[src/rtl/fir_coeff_ctrl.sv]
// Coefficient loader for fir_transpose: streams NTAPS taps into the filter while it
// is halted, optionally reads them back for a checksum, flushes, then releases to RUN.
module fir_coeff_ctrl #(
    parameter int NTAPS = 16,
    parameter int CW    = 12,
    parameter int AW    = 8,
    parameter int SUMW  = 16
) (
    input  logic          Clk,
    input  logic          Rst_n,
    input  logic          cfg_start,
    input  logic          verify_en,
    input  logic          coef_valid,
    output logic          coef_ready,
    input  logic [CW-1:0] coef_data,
    output logic          fir_hlt,
    output logic          fir_load,
    output logic [AW-1:0] fir_write_address,
    output logic [CW-1:0] fir_write_value,
    output logic [AW-1:0] fir_read_address,
    input  logic [CW-1:0] fir_read_value,
    output logic          busy,
    output logic          done,
    output logic          err
);

    typedef enum logic [2:0] {IDLE, WRITE, WDRAIN, VERIFY, FLUSH, RUN} state_t;

    localparam logic [AW-1:0] LAST = AW'(NTAPS - 1);

    state_t          state_q, state_d;
    logic [AW-1:0]   idx_q, idx_d;
    logic            ver_q, ver_d;
    logic [SUMW-1:0] wsum_q, wsum_d;
    logic [SUMW-1:0] rsum_q, rsum_d;
    logic            err_q, err_d;
    logic            load_q, load_d;
    logic [AW-1:0]   waddr_q, waddr_d;
    logic [CW-1:0]   wval_q, wval_d;
    logic            hlt_q, hlt_d;
    logic            busy_q, busy_d;
    logic            done_q, done_d;
    logic            hs;

    assign coef_ready        = (state_q == WRITE);
    assign hs                = coef_valid && coef_ready;
    assign fir_hlt           = hlt_q;
    assign fir_load          = load_q;
    assign fir_write_address = waddr_q;
    assign fir_write_value   = wval_q;
    assign fir_read_address  = idx_q;
    assign busy              = busy_q;
    assign done              = done_q;
    assign err               = err_q;

    always_comb begin
        state_d = state_q;
        idx_d   = idx_q;
        ver_d   = ver_q;
        wsum_d  = wsum_q;
        rsum_d  = rsum_q;
        err_d   = err_q;
        load_d  = 1'b0;
        waddr_d = waddr_q;
        wval_d  = wval_q;

        case (state_q)
            IDLE, RUN: begin
                if (cfg_start) begin
                    state_d = WRITE;
                    idx_d   = '0;
                    wsum_d  = '0;
                    rsum_d  = '0;
                    err_d   = 1'b0;
                    ver_d   = verify_en;
                end
            end
            WRITE: begin
                if (hs) begin
                    load_d  = 1'b1;
                    waddr_d = idx_q;
                    wval_d  = coef_data;
                    wsum_d  = wsum_q + SUMW'(coef_data);
                    if (idx_q == LAST) state_d = WDRAIN;
                    else               idx_d   = idx_q + 1'b1;
                end
            end
            WDRAIN: begin
                idx_d   = '0;
                state_d = ver_q ? VERIFY : FLUSH;
            end
            VERIFY: begin
                // Read data is combinational, so the sample for idx lands this cycle.
                rsum_d = rsum_q + SUMW'(fir_read_value);
                if (idx_q == LAST) begin
                    err_d   = (rsum_d != wsum_q);
                    idx_d   = '0;
                    state_d = FLUSH;
                end else begin
                    idx_d = idx_q + 1'b1;
                end
            end
            FLUSH: begin
                if (idx_q == LAST) begin
                    idx_d   = '0;
                    state_d = RUN;
                end else begin
                    idx_d = idx_q + 1'b1;
                end
            end
            default: state_d = IDLE;
        endcase

        // Halt drops (and done pulses) only once RUN has been held for a full cycle.
        hlt_d  = !((state_q == RUN) && (state_d == RUN));
        done_d = (state_q == RUN) && (state_d == RUN) && hlt_q;
        busy_d = (state_d != IDLE) && hlt_d;
    end

    always_ff @(posedge Clk or negedge Rst_n) begin
        if (!Rst_n) begin
            state_q <= IDLE;
            idx_q   <= '0;
            ver_q   <= 1'b0;
            wsum_q  <= '0;
            rsum_q  <= '0;
            err_q   <= 1'b0;
            load_q  <= 1'b0;
            waddr_q <= '0;
            wval_q  <= '0;
            hlt_q   <= 1'b1;
            busy_q  <= 1'b0;
            done_q  <= 1'b0;
        end else begin
            state_q <= state_d;
            idx_q   <= idx_d;
            ver_q   <= ver_d;
            wsum_q  <= wsum_d;
            rsum_q  <= rsum_d;
            err_q   <= err_d;
            load_q  <= load_d;
            waddr_q <= waddr_d;
            wval_q  <= wval_d;
            hlt_q   <= hlt_d;
            busy_q  <= busy_d;
            done_q  <= done_d;
        end
    end

endmodule

[config.mk]
export PLATFORM = sky130hd
export DESIGN_NAME = fir_coeff_ctrl
export DESIGN_NICKNAME = d
export VERILOG_FILES = /design/src/rtl/fir_coeff_ctrl.sv
export SDC_FILE = /design/constraint.sdc
export NUM_CORES = 1
export LEC_CHECK = 0
export ABC_AREA = 0
export BUFFER_PORTS_ARGS = -buffer_cell sky130_fd_sc_hd__buf_2
export CAP_MARGIN = 20
export CORE_MARGIN = 5
export CORE_UTILIZATION = 55
export CTS_CLUSTER_SIZE = 25
export DETAILED_ROUTE_END_ITERATION = 10
export PLACE_DENSITY = 0.77
export SLEW_MARGIN = 20
export SYNTH_ARGS = -nofsm -noshare
export SYNTH_HDL_FRONTEND = slang
export SYNTH_SLANG_ARGS = --single-unit
[constraint.sdc]
create_clock -name Clk -period 5.95 [get_ports Clk]
set_input_delay 0.2975 -clock Clk [delete_from_list [all_inputs] [get_ports Clk]]
set_output_delay 0.2975 -clock Clk [all_outputs]
set_load 0.03 [all_outputs]
==> impl_metrics.yaml <==
yosys:
  post_synth.cell_area_avg_um2: 9.46
  ys.flop_type: "dfrtp_1"
  synth.distinct_cells: 57
  synth_edf_count: 0
  postSynth.asyncResetShare_pct: 100
  yosysSeqAreaShare_pct: 39.6
  post_synth_instance_area_mm2: 0.00436
  ys_ff_latch: 69
  syn_inst: 461
  syn-num-nets: 517
  yosysWarningCount: 0
clocking:
  cts_sinks: 69
  cts-root-buf: "clkbuf_8"
  cts_buffers: 9
  clkTransAtPathRegs_ns: 0.08
  cts_tree: "built"
  hold_buffers: 0
  clockBufferDepth: 2
  clkLatencyLatePin_ns: 0.35
  htreeDepth: 3
  cts_resized: 0
  cts_setup_buffers: 0
drt:
  viasPerCell: 5.85
  drt-total-wl_um: 9800
  final_antenna_net_count: 0
  first_pass_iters: 4
  drc: 0
  drtIter0Drc: 193
  vias: 3638
  wl_per_cell_um: 15.8
power:
  ir_worst_vdd_mv: 0.283
  clkPwrFrac_pct: 15.6
  p_seq_share_pct: 33.9
  intPower_w: 0.00125
  swShare_pct: 43.3
  power.switching_w: 0.000955
  power.density_mw_per_mm2: 448
  comb_power_share_pct: 50.4
  p_leak_nw: 2.32
floorplanning:
  row_count: 32
  start_util_pct: 56.5
  io_pins: 63
  coreArea_mm2: 0.00773
  die_w_um: 99.1
  die_h_um: 99.1
  die_area_mm2: 0.00981
global_routing:
  grt_remaining_overflow: 0
  grt_usage_pct: 20.9
  grt_pass1_wl_um: 16700
  grt_pass1_vias: 3517
  grt_start_max_net_pins: 70
  antenna_found_initial: 0
place:
  placed_cell_area_mm2: 0.00474
  gp_congestion: 0.842
  dp_hpwl_um: 7280
  port_buffers: 62
setup_path:
  crit_type: "reg -> reg"
  path_cells: "ha_1, inv_1, fa_1, xnor3_1, a2111o_1, a2111oi_2, o2111ai_1, and4bb_1, nand4_1, nor4_2, a31oi_1"
  path_delay_family: "compound AO/OA/AOI/OAI gates"
  endpoint_kind: "flop"
  max_stage_delay_ns: 0.42
  crit_arrival_ns: 3.30
  cp_num_buf_inv: 1
  worstPathRequired_ns: 6.17
  slowest_stage: "fa_1"
  cp_max_fo: 3
  critPathLaunchType: "flop"
sta:
  slew_violations: 0
  final_hold_viol_count: 0
  fin_crit_ns: 3.09
  rsz0062_at_grt: "no"
  fmax_ghz: 0.324
  slew_headroom_pct: 44.2
  setup_tns_ns: 0
  finClkSkew_ns: 0.00840
  setup_viol: 0
  tightest_slew_ns: 0.837
  fin_crit_sh_pct: 51.9
layout:
  layout_commonest_cell: "dfrtp_1"
  fin_util_pct: 63.7
  final_nets: 572
  fillers: 649
  stdcell_area_mm2: 0.00492
  drive_gt1_share_pct: 21.9
  syn_to_final_growth_pct: 12.8
  antenna_cells: 0
  final_cell_mix: "68 x dfrtp_1, 62 x buf_2, 48 x nand2_1, 40 x o21ai_0, 31 x nor2_1"
status:
  status: "completed"
flow_run:
  cap_violations: 0
worst_hold_path:
  hold_path_class: "in -> async"
[flip-flops by register name, indices dropped and copies added, names as in the netlist]
name and cells:
fir_load 1, rsum_q 16, done 1, state_q 3, fir_write_address 8, wsum_q 16, fir_write_value 12, err 1
fir_hlt 1, ver_q 1, busy 1, fir_read_address 8
[path summary, 6_finish.rpt]
kind | startpoint | endpoint | slack (ns) | cells past startpoint
max | rsum_q[0] | err | 2.86 | 11
min | Rst_n | rsum_q[10] | 0.15 | 2
max reg2reg | rsum_q[0] | err | 2.86 | 11
min reg2reg | rsum_q[5] | rsum_q[5] | 0.50 | 2
max in group asynchronous | Rst_n | fir_write_value[0] | 5.27 | 2
min in group Clk | verify_en | ver_q | 0.19 | 2
[metal layers]
metal | up-vias | share of wire [%] | track usage, %
met4 | 0 | 1.7 | 8.30
li1 | 1795 | - | -
met2 | 99 | 47 | 33.2
met5 | - | 0 | 0
met3 | 14 | 5.8 | 4.10
met1 | 1730 | 46 | 28.2
[kinds of logic (layout without fill, tap and decap cells)]
group / after synthesis / in the layout / share of synthesized area (%)
AND/OR/NAND/NOR: 149 / 149 / 17.1
AO/OA/AOI/OAI: 129 / 129 / 18.9
flip-flops: 69 / 69 / 39.6
XOR/XNOR: 35 / 35 / 7.66
buffers and inverters: 28 / 87 / 2.50
adder cells (fa/ha/maj): 27 / 27 / 8.09
multiplexers: 24 / 24 / 6.17
[stage by stage]
| step | hold WS, ns | power [W] | setup WS (ns) | std cells |
|---|---|---|---|---|
| after detailed placement | 0.490 | 0.00186 | 2.84 | 607 |
| after CTS | 0.177 | 0.00222 | 2.88 | 622 |
| after global placement | 0.467 | 0.00182 | 2.93 | 607 |
| after floorplan | 0.00191 | 0.00160 | 3.09 | 461 |
| after global routing | 0.191 | 0.00238 | 2.71 | 622 |
| final | 0.146 | 0.00221 | 2.86 | 622 |
[power groups by stage]
stage	clock (W)	sequential (W)	combinational, W
floorplan	0	0.000852	0.000749
global placement	0	0.000748	0.00107
detailed placement	0	0.000756	0.00111
CTS	0.000352	0.000748	0.00112
global route	0.000373	0.000775	0.00123
finish	0.000345	0.000749	0.00111
[synth_stat cells (8+ instances only)]
| master | n | area share, % |
|---|---|---|
| a21oi_1 | 27 | 3.1 |
| and3_1 | 8 | 1.1 |
| mux2_2 | 23 | 5.9 |
| ha_1 | 25 | 7.2 |
| nand2b_1 | 8 | 1.1 |
| a22o_1 | 10 | 2.0 |
| nor2b_1 | 8 | 1.1 |
| nor2_1 | 31 | 2.7 |
| dfrtp_1 | 68 | 39 |
| clkbuf_1 | 18 | 1.5 |
| xnor2_1 | 17 | 3.4 |
| nor3_1 | 8 | 0.92 |
| o21ai_0 | 40 | 4.6 |
| xor2_1 | 16 | 3.2 |
| nand2_1 | 48 | 4.1 |
[area by class of cell]
| cell class | count | area, um2 | area share (%) |
|---|---|---|---|
| multi-input combinational | 364 | 2530 | 51.4 |
| sequential | 69 | 1730 | 35.1 |
| timing repair buffer | 65 | 333 | 6.76 |
| clock buffer | 11 | 151 | 3.08 |
| tap | 102 | 128 | 2.59 |
| inverter | 7 | 26.3 | 0.534 |
| clock inverter | 4 | 23.8 | 0.483 |
No activity file was read; power rests on OpenSTA's default activity.
